## config.mk

```make
export PLATFORM = sky130hd
export DESIGN_NAME = pipeline_ifid
export DESIGN_NICKNAME = d
export VERILOG_FILES = /design/src/rtl/pipeline_ifid.sv
export SDC_FILE = /design/constraint.sdc
export NUM_CORES = 1
export LEC_CHECK = 0
export BUFFER_PORTS_ARGS = -buffer_cell sky130_fd_sc_hd__buf_2
export CELL_PAD_IN_SITES_DETAIL_PLACEMENT = 0
export CELL_PAD_IN_SITES_GLOBAL_PLACEMENT = 2
export CORE_MARGIN = 8
export CORE_UTILIZATION = 27
export DETAILED_ROUTE_END_ITERATION = 10
export MAX_ROUTING_LAYER = met4
export PLACE_DENSITY_LB_ADDON = 0.2
export SLEW_MARGIN = 20
export SYNTH_ARGS = -nofsm -noshare
export SYNTH_HDL_FRONTEND = slang
export SYNTH_SLANG_ARGS = --single-unit
```

## constraint.sdc

```tcl
create_clock -name clk -period 4.2 [get_ports clk]
set_input_delay 0.84 -clock clk [delete_from_list [all_inputs] [get_ports clk]]
set_output_delay 0.84 -clock clk [all_outputs]
set_load 0.02 [all_outputs]
```

## src/rtl/pipeline_ifid.sv

```systemverilog
// pipeline_ifid: IF/ID pipeline register between instruction fetch and decode.
// Latency: 1 cycle from an accepted imem response (imem_ready=1) to the id_* outputs.
// Backpressure: hazard holds the ID registers; pc_hold stalls fetch while imem is busy or a squashed response is still pending.
//
// Ports:
//   clk, reset            rising-edge clock, asynchronous active-high reset
//   hazard                decode load-use stall: hold the ID registers
//   pcsrc                 branch taken: flush the ID registers
//   if_pc, if_pcplus4     PC and PC+4 of the fetch in flight
//   imem_rdata/ready      instruction memory response and its valid strobe
//   id_instr/pc/pcplus4   registered instruction and PCs presented to decode
//   id_valid              id_instr is a real instruction (0 for bubbles)
//   pc_hold               combinational: fetch must not advance PC
//   fsm_state             0=RUN, 1=WAIT, 2=DROP
//   stall_count           saturating count of hazard-hold cycles
//   flush_count           saturating count of flush cycles

module pipeline_ifid #(
   parameter int                 WIDTH = 32,
   parameter int                 CNTW  = 16,
   parameter logic [WIDTH-1:0]   NOP   = 32'h0000_0000
) (
   input  logic              clk,
   input  logic              reset,
   input  logic              hazard,
   input  logic              pcsrc,
   input  logic [WIDTH-1:0]  if_pc,
   input  logic [WIDTH-1:0]  if_pcplus4,
   input  logic [WIDTH-1:0]  imem_rdata,
   input  logic              imem_ready,
   output logic [WIDTH-1:0]  id_instr,
   output logic [WIDTH-1:0]  id_pc,
   output logic [WIDTH-1:0]  id_pcplus4,
   output logic              id_valid,
   output logic              pc_hold,
   output logic [1:0]        fsm_state,
   output logic [CNTW-1:0]   stall_count,
   output logic [CNTW-1:0]   flush_count
);

   // RUN  : normal streaming, a response is expected every cycle.
   // WAIT : imem went not-ready; the same fetch is still outstanding.
   // DROP : a fetch issued before a taken branch is still outstanding and
   //        its response must be thrown away when it arrives.
   typedef enum logic [1:0] {
      ST_RUN  = 2'd0,
      ST_WAIT = 2'd1,
      ST_DROP = 2'd2
   } state_t;

   state_t            state_q,       state_d;
   logic [WIDTH-1:0]  instr_q,       instr_d;
   logic [WIDTH-1:0]  pc_q,          pc_d;
   logic [WIDTH-1:0]  pcplus4_q,     pcplus4_d;
   logic              valid_q,       valid_d;
   logic [CNTW-1:0]   stall_count_q, stall_count_d;
   logic [CNTW-1:0]   flush_count_q, flush_count_d;

   // Per-cycle action decoded by the FSM. Exactly one of bubble/capture/hold
   // applies each cycle; hold is the default (registers keep their value).
   logic              do_bubble;
   logic              do_capture;
   logic              stall_inc;
   logic              flush_inc;

   // ------------------------------------------------------------------
   // Next-state and action decode
   // ------------------------------------------------------------------
   always_comb begin
      state_d    = state_q;
      do_bubble  = 1'b0;
      do_capture = 1'b0;
      stall_inc  = 1'b0;
      flush_inc  = 1'b0;

      unique case (state_q)
         ST_RUN, ST_WAIT: begin
            if (pcsrc) begin
               // A response arriving with the flush is wrong-path and is
               // simply dropped; otherwise remember that one is still owed.
               do_bubble = 1'b1;
               flush_inc = 1'b1;
               state_d   = imem_ready ? ST_RUN : ST_DROP;
            end else if (hazard) begin
               // PC is held, so the same address is refetched afterwards;
               // any response this cycle can be discarded.
               stall_inc = 1'b1;
               if (state_q == ST_WAIT && imem_ready) begin
                  state_d = ST_RUN;
               end
            end else if (imem_ready) begin
               do_capture = 1'b1;
               state_d    = ST_RUN;
            end else begin
               do_bubble = 1'b1;
               state_d   = ST_WAIT;
            end
         end

         ST_DROP: begin
            if (pcsrc) begin
               // The squashed fetch is still outstanding: stay here.
               do_bubble = 1'b1;
               flush_inc = 1'b1;
            end else begin
               if (hazard) begin
                  stall_inc = 1'b1;
               end else begin
                  do_bubble = 1'b1;
               end
               // imem_rdata is never captured here; its arrival just ends
               // the drop window.
               if (imem_ready) begin
                  state_d = ST_RUN;
               end
            end
         end

         default: begin
            // Unreachable encoding: recover to RUN with a bubble.
            do_bubble = 1'b1;
            state_d   = ST_RUN;
         end
      endcase
   end

   // ------------------------------------------------------------------
   // ID register next values
   // ------------------------------------------------------------------
   always_comb begin
      instr_d   = instr_q;
      pc_d      = pc_q;
      pcplus4_d = pcplus4_q;
      valid_d   = valid_q;

      if (do_capture) begin
         instr_d   = imem_rdata;
         pc_d      = if_pc;
         pcplus4_d = if_pcplus4;
         valid_d   = 1'b1;
      end else if (do_bubble) begin
         // Bubbles keep the PCs so decode still sees a sensible address.
         instr_d = NOP;
         valid_d = 1'b0;
      end
   end

   // ------------------------------------------------------------------
   // Saturating event counters
   // ------------------------------------------------------------------
   always_comb begin
      stall_count_d = stall_count_q;
      flush_count_d = flush_count_q;

      if (stall_inc && (stall_count_q != {CNTW{1'b1}})) begin
         stall_count_d = stall_count_q + CNTW'(1);
      end
      if (flush_inc && (flush_count_q != {CNTW{1'b1}})) begin
         flush_count_d = flush_count_q + CNTW'(1);
      end
   end

   // ------------------------------------------------------------------
   // State registers
   // ------------------------------------------------------------------
   always_ff @(posedge clk or posedge reset) begin
      if (reset) begin
         state_q       <= ST_RUN;
         instr_q       <= NOP;
         pc_q          <= '0;
         pcplus4_q     <= '0;
         valid_q       <= 1'b0;
         stall_count_q <= '0;
         flush_count_q <= '0;
      end else begin
         state_q       <= state_d;
         instr_q       <= instr_d;
         pc_q          <= pc_d;
         pcplus4_q     <= pcplus4_d;
         valid_q       <= valid_d;
         stall_count_q <= stall_count_d;
         flush_count_q <= flush_count_d;
      end
   end

   // ------------------------------------------------------------------
   // Outputs
   // ------------------------------------------------------------------
   // pcsrc is not folded in here: the fetch stage lets a redirect win over
   // pc_hold, so a branch is never blocked by an outstanding response.
   assign pc_hold     = ~imem_ready | (state_q == ST_DROP);

   assign id_instr    = instr_q;
   assign id_pc       = pc_q;
   assign id_pcplus4  = pcplus4_q;
   assign id_valid    = valid_q;
   assign fsm_state   = state_q;
   assign stall_count = stall_count_q;
   assign flush_count = flush_count_q;

endmodule
```

==> results of run 1 <==
==> power breakdown <==
| group | total [mW] | internal [mW] | switching (mW) |
|---|---|---|---|
| Sequential | 1.74 | 1.54 | 0.199 |
| Clock | 1.58 | 1.00 | 0.575 |
| Combinational | 1.15 | 0.459 | 0.693 |
==> routing by layer <==
layer / vias up / routed length, µm / global-route usage
met4: 0 / 127 / 0.04159
met5: - / 0 / -
met1: 1959 / 7303 / 0.1714
li1: 1853 / - / -
met2: 149 / 7383 / 0.2006
met3: 9 / 986 / 0.03850
==> cell usage after synthesis (2+ instances only) <==
library cell	count	area share
sky130_fd_sc_hd__and3_1	4	0.0047
sky130_fd_sc_hd__xnor2_1	19	0.032
sky130_fd_sc_hd__clkbuf_1	5	0.0036
sky130_fd_sc_hd__xor2_1	6	0.010
sky130_fd_sc_hd__mux2i_1	2	0.0038
sky130_fd_sc_hd__buf_2	10	0.0095
sky130_fd_sc_hd__a2111oi_2	2	0.0057
sky130_fd_sc_hd__nand4_1	14	0.017
sky130_fd_sc_hd__o21ai_0	4	0.0038
sky130_fd_sc_hd__mux2_2	66	0.14
sky130_fd_sc_hd__dfrtp_1	131	0.62
sky130_fd_sc_hd__a21oi_1	6	0.0057
sky130_fd_sc_hd__nand3_1	12	0.011
sky130_fd_sc_hd__and2_1	3	0.0036
sky130_fd_sc_hd__nor3_1	6	0.0057
sky130_fd_sc_hd__nand2_1	10	0.0071
sky130_fd_sc_hd__inv_1	9	0.0064
sky130_fd_sc_hd__ha_1	2	0.0047
sky130_fd_sc_hd__and4_1	8	0.013
sky130_fd_sc_hd__a22o_1	32	0.053
sky130_fd_sc_hd__nor2_1	6	0.0043
==> cells by family after synthesis <==
kind of cell | count (synthesis)
compound gates | 51
xor+xnor | 25
fa+ha+maj | 2
buf+inv | 27
flops | 131
mux | 68
simple gates | 72
==> stage by stage <==
step	instances	total power, mW
after detailed placement	858	2.942
after global routing	891	4.704
after floorplan	376	2.452
after global placement	858	2.924
after CTS	889	4.537
final	891	4.469
==> critical path, cell delays in order, from the launching register on <==
cell	delay [ps]
sky130_fd_sc_hd__dfrtp_1	510
sky130_fd_sc_hd__inv_1	120
sky130_fd_sc_hd__o21ai_0	150
sky130_fd_sc_hd__buf_2	190
==> worst max path at each step <==
| stage | from | to | slack (ps) | cells past startpoint |
|---|---|---|---|---|
| 3_3_place_gp | hazard | stall_count[1] | 1630 | 5 |
| 3_5_place_dp | hazard | stall_count[1] | 1570 | 5 |
| 2_1_floorplan | reset | flush_count[0] | 1740 | 1 |
| 4_1_cts | fsm_state[1] | pc_hold | 1970 | 3 |
| 5_1_grt | fsm_state[1] | pc_hold | 1830 | 3 |
| 6_report | fsm_state[1] | pc_hold | 1990 | 3 |
==> final cells by class <==
cell class | instances | area [µm²]
Timing Repair Buffer | 235 | 1209
Clock buffer | 17 | 425.4
Inverter | 9 | 37.54
Multi-Input combinational cell | 218 | 1884
Fill cell | 1961 | 11960
Sequential cell | 131 | 3278
Tap cell | 265 | 331.6
Antenna cell | 2 | 5.005
Clock inverter | 14 | 205.2
==> sequential cells by signal, summed over array words and instances (netlist names) <==
register / count
id_instr: 32
id_pc: 32
id_pcplus4: 32
flush_count: 16
stall_count: 16
fsm_state: 2
id_valid: 1
==> cells in the final DEF (no fill, tap or decap), drive strengths merged, types with 2 or more instances in the layout <==
cell,instances
a21oi,6
diode,2
a2111oi,3
nor2,6
o21ai,4
dfrtp,131
bufinv,4
nand3,13
xor2,6
a21bo,2
clkinvlp,2
clkinv,7
xnor2,19
clkbuf,17
nor3,6
inv,10
and2,3
nand4,14
mux2i,2
and3,4
buf,235
ha,2
a22o,32
mux2,66
nand2,10
and4,8
==> summary by stage, run 1 <==
Placement
The number of port buffers is about 230. The placement-stage worst setup slack is ~1600 ps. The congestion estimate from routability-driven global placement came to about 0.77.

The half-perimeter wire length after placement is 11.87 mm. The area after detailed placement is around 6700 µm².

Logic synthesis
The commonest register cell after synthesis is sky130_fd_sc_hd__dfrtp_1. The share of the synthesized netlist area taken by xor and xnor gates is 0.04151. For this run, the register share of the synthesized area comes to 0.6214.

The number of nets in the synthesized netlist is about 480. Of the total synthesized cell area, the portion taken by full adders, half adders and majority gates is 0.004744. Of the total synthesized cell area, the portion taken by AND, OR, NAND and NOR gates is 0.08325. Summing every instance area after synthesis gives between 5000 and 6000 µm². The post-synthesis compound-gate area fraction is 0.08065. The post-synthesis instance total is roughly 380. The proportion of register bits with asynchronous set or reset after synthesis is 1.000. After synthesis, the netlist uses 40 different library cells. The mean instance size in the synthesized netlist is approximately 14 µm². By area, the combinational part of the netlist is dominated by multiplexers. The Yosys step of the flow raised 0 warnings. The count of flip-flops with a built-in enable after synthesis is 0.

The synthesized design contains ~130 register bits. The portion of synthesized area spent on multiplexers is 0.1447.

Die
The initial utilization of the core area, before any placement, comes to 0.2728. The width of the die is about 160 µm. The core box area is ~19,000 µm². The number of top-level design ports is 233.

The number of rows in the core area is 51. In this run the vertical extent of the chip is approximately 160 µm. The die area is 24,270 µm².

Clocking
The total CTS buffers is 17. The buffer type at the clock tree root is sky130_fd_sc_hd__clkbuf_16. Clock-pin slew was measured on the worst setup and hold paths at approximately 60 ps.

TritonCTS built the clock tree. The number of buffers between clock root and the deepest sink is 2. The H-tree depth is 4. The post-CTS resize count is 0. The later pin in the worst-skew pair is clocked with a latency of slightly above 400 ps.

The number of clock sinks seen by CTS is roughly 130. The number of buffers added for setup after CTS is 0. The post-cts hold buffer count is 0.

Drt
For this run, the detailed router's first-pass iteration total came to 4. After the first detailed-routing iteration, the DRC count stood at 162. The number of vias after detailed routing is between 3,000 and 4,000. The detailed-route vias per instance is between 4 and 5. The antenna violation net count after detailed routing is 0. Dividing the detail-routed wire length by the instance count gives roughly 18 µm. Summed over all layers, the routed wires come to about 16 mm. The final routed DRC violation total is 0.

Setup path
The endpoint identified for the worst register-to-register timing path is stall_count[1]. The critical path launch point type is a flop. Data arrives at the worst endpoint at around 1400 ps.

The category of the most critical setup path is reg -> out. The launching point of the worst reg2reg path is fsm_state[1]. The cell depth of the worst flop-to-flop path is 4. The flop-to-flop setup slack is around 2000 ps. STA classifies the critical path endpoint as an output pin. Of all nets on the critical path, the largest fanout is 8.

The required time at the endpoint of the critical path is 3360 ps.

Timing
Setup repair after global routing left no endpoint under its margin. The worst path needs between 2000 and 2500 ps of the cycle, external delays included. The number of hold-slack violations in the final timing report is 0. Of the available clock period, the critical path in the final layout requires 0.5256. The worst path meets setup with 1992 ps of slack.

Setup violations remaining at the end of the flow were counted as 0. The number of pins exceeding their max-slew limit in the final report is 0. The actual slew at the worst max-slew pin is about 940 ps. For the final database, setup skew stands at roughly 8.7 ps. Headroom to the max-slew limit came out at 0.3714. The post-route setup TNS is 0 ps. For this run, the top clock speed supported by timing is 453.0 MHz.

The tightest hold margin is 493.8 ps.

Global routing
The initial antenna violation count is 2. After global routing the overflow that remains totals 0. The number of global-route vias before repair came to 4,145. In the global route stage, overall resource usage came out at 0.1336. Entering global routing, the biggest net connects 97 pins. The first-pass GRT wire length is 24.41 mm.

Cells and area
The layout cell share with drive strength beyond 1 is 0.5497. After the last flow step, the layout net total stands at roughly 720. The area growth from synthesis to layout is 39.82%. The fraction of the core area covered by cells at the end of the flow is 0.3815.

The total non-filler cell area in the finished layout is around 7400 µm².

Power and ir drop
The maximum resistive drop on vdd is around 260 µV. Summed over all cells, the static leakage comes to about 3.6 nW. In this run the power density over the cells is 605.9 nW/µm².

Hold path
The origin of the worst min-delay path is stall_count[15]. The class of the most critical hold timing path is reg -> reg. Along the worst hold path, the cell count comes to 1. The worst hold path terminates at stall_count[15].

Job
Across the run, the number of max-cap violations was 0.

Run status
The flow ran to the end, and the final reports show no timing, DRC or antenna violations.
No activity file was read; power rests on OpenSTA's default activity.
==> run 2, diff against run 1 <==
Settings changed: ABC_AREA set to 1.
Clock period 4.2 ns to 1.88 ns, I/O delays scaled along.
==> run 2 against run 1 <==
- global-route usage rose by 1.4 points
- clock power increased by 110%
- setup slack lost 1700 ps
- final cell count is 18% higher
- sequential power up 120%
- power up 120%
- hold slack worse by 430 ps
- critical path depth grew 1
- synthesized cell count rose by 35%
- largest cell class unchanged
- largest power group unchanged
==> summary by stage, run 2 <==
Run status
The flow ran to the end, and the final reports show no timing, DRC or antenna violations.

Placement
The weighted congestion at the end of routability-driven global placement came to 0.7493 (-2.8%). The number of port buffers is 232 (unchanged). The half-perimeter wire length after placement was 14.09 mm (+19%). The count of placed standard cells including taps was 1,016 (+18%). The area after detailed placement is 7392 µm² (+9.7%).

Global routing
The initial antenna violation count is 6 (+4). The first-pass GRT wire length is 29.15 mm (+19%). The pin count of the biggest net entering global routing came to 81 (-16%).

The number of global-route vias before repair is 5,085 (+23%). The global-route congestion overflow total is 0 (unchanged). The all-layer global routing usage was 0.1474 (+0.01382).

Clocking
The total CTS buffers is 17 (unchanged). The H-tree depth was 4 (unchanged). The number of buffers added for setup after CTS is 0 (unchanged).

The number of clock sinks seen by CTS is 131 (unchanged). The CTS tree is built. The later-pin clock latency in the skew report was 420 ps (about the same). The clock slew seen by the registers of the worst setup and hold paths was 70 ps (about the same).

The buffer type at the clock tree root is sky130_fd_sc_hd__clkbuf_16. The post-cts hold buffer count was 0 (unchanged). The post-CTS resize count came to 0 (unchanged). The number of buffers between clock root and the deepest sink is 2 (unchanged).

Logic synthesis
The mean instance size in the synthesized netlist is 11.41 µm² (-19%). sky130_fd_sc_hd__dfrtp_1 takes more of the synthesized area than any other cell. The most common cell in the synthesized netlist is sky130_fd_sc_hd__dfrtp_1.

The commonest register cell after synthesis is sky130_fd_sc_hd__dfrtp_1. The net count of the mapped netlist is 612 (+28%). The count of flip-flops with a built-in enable after synthesis is 0 (unchanged). The synthesized area is 5807 µm² (+10%). The share of the synthesized netlist area taken by xor and xnor gates was 0.01659 (-0.02492). In the synthesized netlist, the cells that appear most often are sky130_fd_sc_hd__dfrtp_1, sky130_fd_sc_hd__nand2_1, sky130_fd_sc_hd__mux2_4. The total number of yosys warnings is 0 (unchanged). The mux share of post-synthesis cell area came to 0.1558 (+0.01110). The area share of the largest cell type after synthesis is 0.5645 (-0.05691).

The simple logic cell fraction of the synthesized area is 0.1526 (+0.06930). The post-synthesis compound-gate area fraction is 0.06292 (-0.01773). The dominant combinational cell family by area after synthesis is multiplexers.

The total of flip-flops plus latches after synthesis is 131 (unchanged). The adder-cell share of the synthesized area came to 0.004309 (-0.0004344). The post-synthesis instance total is 509 (+35%).

The proportion of register bits with asynchronous set or reset after synthesis is 1.000 (unchanged). Ranked by total cell area, the synthesized netlist is headed by sky130_fd_sc_hd__dfrtp_1, sky130_fd_sc_hd__mux2_4, sky130_fd_sc_hd__nand2_1, sky130_fd_sc_hd__a32o_1, sky130_fd_sc_hd__mux2_2. The share of the yosys chip area belonging to registers is 0.5645 (-0.05691). The distinct cell type count after synthesis was 26 (-35%).

Power and ir drop
The maximum resistive drop on vdd is 593.2 µV (+130%). The power after layout came to 9.853 mW (+120%). The static leakage is 4.228 nW (+16%). The power density over the cells was 1231 nW/µm² (+100%).

Setup path
The critical path is of the reg -> out type. The worst setup path is launched from a flop. The largest fanout on the critical path came to 3 (-5).

The kind of end point of the critical path is an output pin. The required time at the endpoint of the critical path came to 1500 ps (-1860 ps). The arrival time of the worst setup path is 1250 ps (-120 ps).

Drt
The detailed-route vias per instance is 4.412 (-0.99%). The final wirelength was 18.58 mm (+18%). The number of vias after detailed routing is 4,650 (+17%). The antenna violation net count after detailed routing is 0 (unchanged).

The final routed DRC violation total is 0 (unchanged). The starting DRC count in detailed routing is 199 (+23%). The first-pass detailed-route iteration total came to 6 (+2). The routed wire length per instance is 17.63 µm (-0.57%).

Die
The starting density of the core is 0.2754 (+0.002538). The width of the die is 162.7 µm (+4.4%). The number of top-level design ports is 233 (unchanged). The chip height is 162.7 µm (+4.4%). The die area is 26,460 µm² (+9.0%). The number of rows in the core area is 53 (+3.9%). The core box area is 21,090 µm² (+9.1%).

Cells and area
The layout cell share with drive strength beyond 1 is 0.4567 (-0.09302). The fill cell instance count of the final layout was 2,167 (+11%). The total non-filler cell area in the finished layout came to 8005 µm² (+8.5%).

The library cells used most frequently in the layout, excluding fill and tap cells, are sky130_fd_sc_hd__buf_2, sky130_fd_sc_hd__dfrtp_1, sky130_fd_sc_hd__nand2_1, sky130_fd_sc_hd__mux2_4, sky130_fd_sc_hd__nor2_1. Compared with the post-synthesis result, the final layout area differs by 37.86%. The post-layout instance count excluding filler cells is 1,054 (+18%).

The library cell used most frequently in the layout, excluding fill and tap cells, is sky130_fd_sc_hd__buf_2. The final-stage net count came to 863 (+21%).

Timing
The clock period could shrink to roughly 1600 ps. Based on the critical path, the design can be clocked at up to between 600 and 700 MHz. The number of hold-slack violations in the final timing report came to 0 (unchanged). The worst slew slack as a fraction of its limit is 0.6652 (+0.2938). In the finished design, the share of the clock period the worst path needs comes to 0.8650. The number of pins exceeding their max-slew limit in the final report is 0 (unchanged). The total of endpoints with negative setup slack in the final report is 0 (unchanged). The tightest hold margin is 65.54 ps (-428.3 ps). The actual slew at the worst max-slew pin is 498.4 ps (-442.3 ps). Setup repair after global routing left no endpoint under its margin. The post-route clock skew came to 20.55 ps (+11.85 ps).

Hold path
The class of the most critical hold timing path is in -> async.

Job
The count of maximum capacitance violations was 0 (unchanged).
-- run 2: through the flow --
step	worst slack [ps]	utilization	setup TNS (ps)
global placement	308.0	0.3505	0
finish	253.7	0.3796	0
global route	49.67	0.3796	0
detailed placement	253.5	0.3505	0
floorplan	-119.2	-	-15620
CTS	231.5	0.3789	0
-- run 2: critical path, stage by stage (launching register included) --
cell	delay, ps
sky130_fd_sc_hd__dfrtp_1	420
sky130_fd_sc_hd__inv_1	90
sky130_fd_sc_hd__nand2_1	70
sky130_fd_sc_hd__nand2_1	90
sky130_fd_sc_hd__buf_2	180
-- run 2: final cells by class --
| type | count | area [µm²] | share of cell area |
|---|---|---|---|
| Clock buffer | 18 | 429.2 | 0.05361 |
| Sequential cell | 131 | 3278 | 0.4095 |
| Timing Repair Buffer | 251 | 1354 | 0.1691 |
| Inverter | 34 | 131.4 | 0.01641 |
| Clock inverter | 14 | 168.9 | 0.02110 |
| Multi-Input combinational cell | 325 | 2285 | 0.2854 |
| Antenna cell | 6 | 15.01 | 0.001876 |
| Tap cell | 275 | 344.1 | 0.04298 |
-- run 2: logic make-up (layout without fill, tap and decap cells) --
logic type	count (synthesis)	in the layout
DFF	131	131
buffers and inverters	53	317
other	0	6
xor gates and xnor gates	11	11
and+or+nand+nor	208	208
muxes	64	64
adders and majority gates	2	2
AOI/OAI and AO/OA	40	40
-- run 2: layer usage --
layer / track usage / part of all wire / up-vias
met4: 0.04087 / 0.014 / 0
met3: 0.07912 / 0.10 / 15
met5: - / 0 / -
met1: 0.1685 / 0.43 / 2238
met2: 0.2214 / 0.46 / 161
li1: - / - / 2236
-- run 2: where the power goes --
group	leakage [nW]	total, mW	internal [mW]	switching (mW)
clock network	0.290	3.38	2.00	1.38
logic	2.26	2.68	1.17	1.51
registers	1.68	3.79	3.39	0.398
-- run 2: final timing paths --
path,endpoint,slack (ps),depth (start not counted),start
max,pc_hold,250,4,fsm_state[0]
min,id_pc[2],70,3,reset
max reg2reg,stall_count[15],260,8,stall_count[0]
min reg2reg,id_valid,470,2,id_valid
max in group asynchronous,fsm_state[0],1380,3,reset
min in group clk,id_pc[2],180,2,if_pc[2]
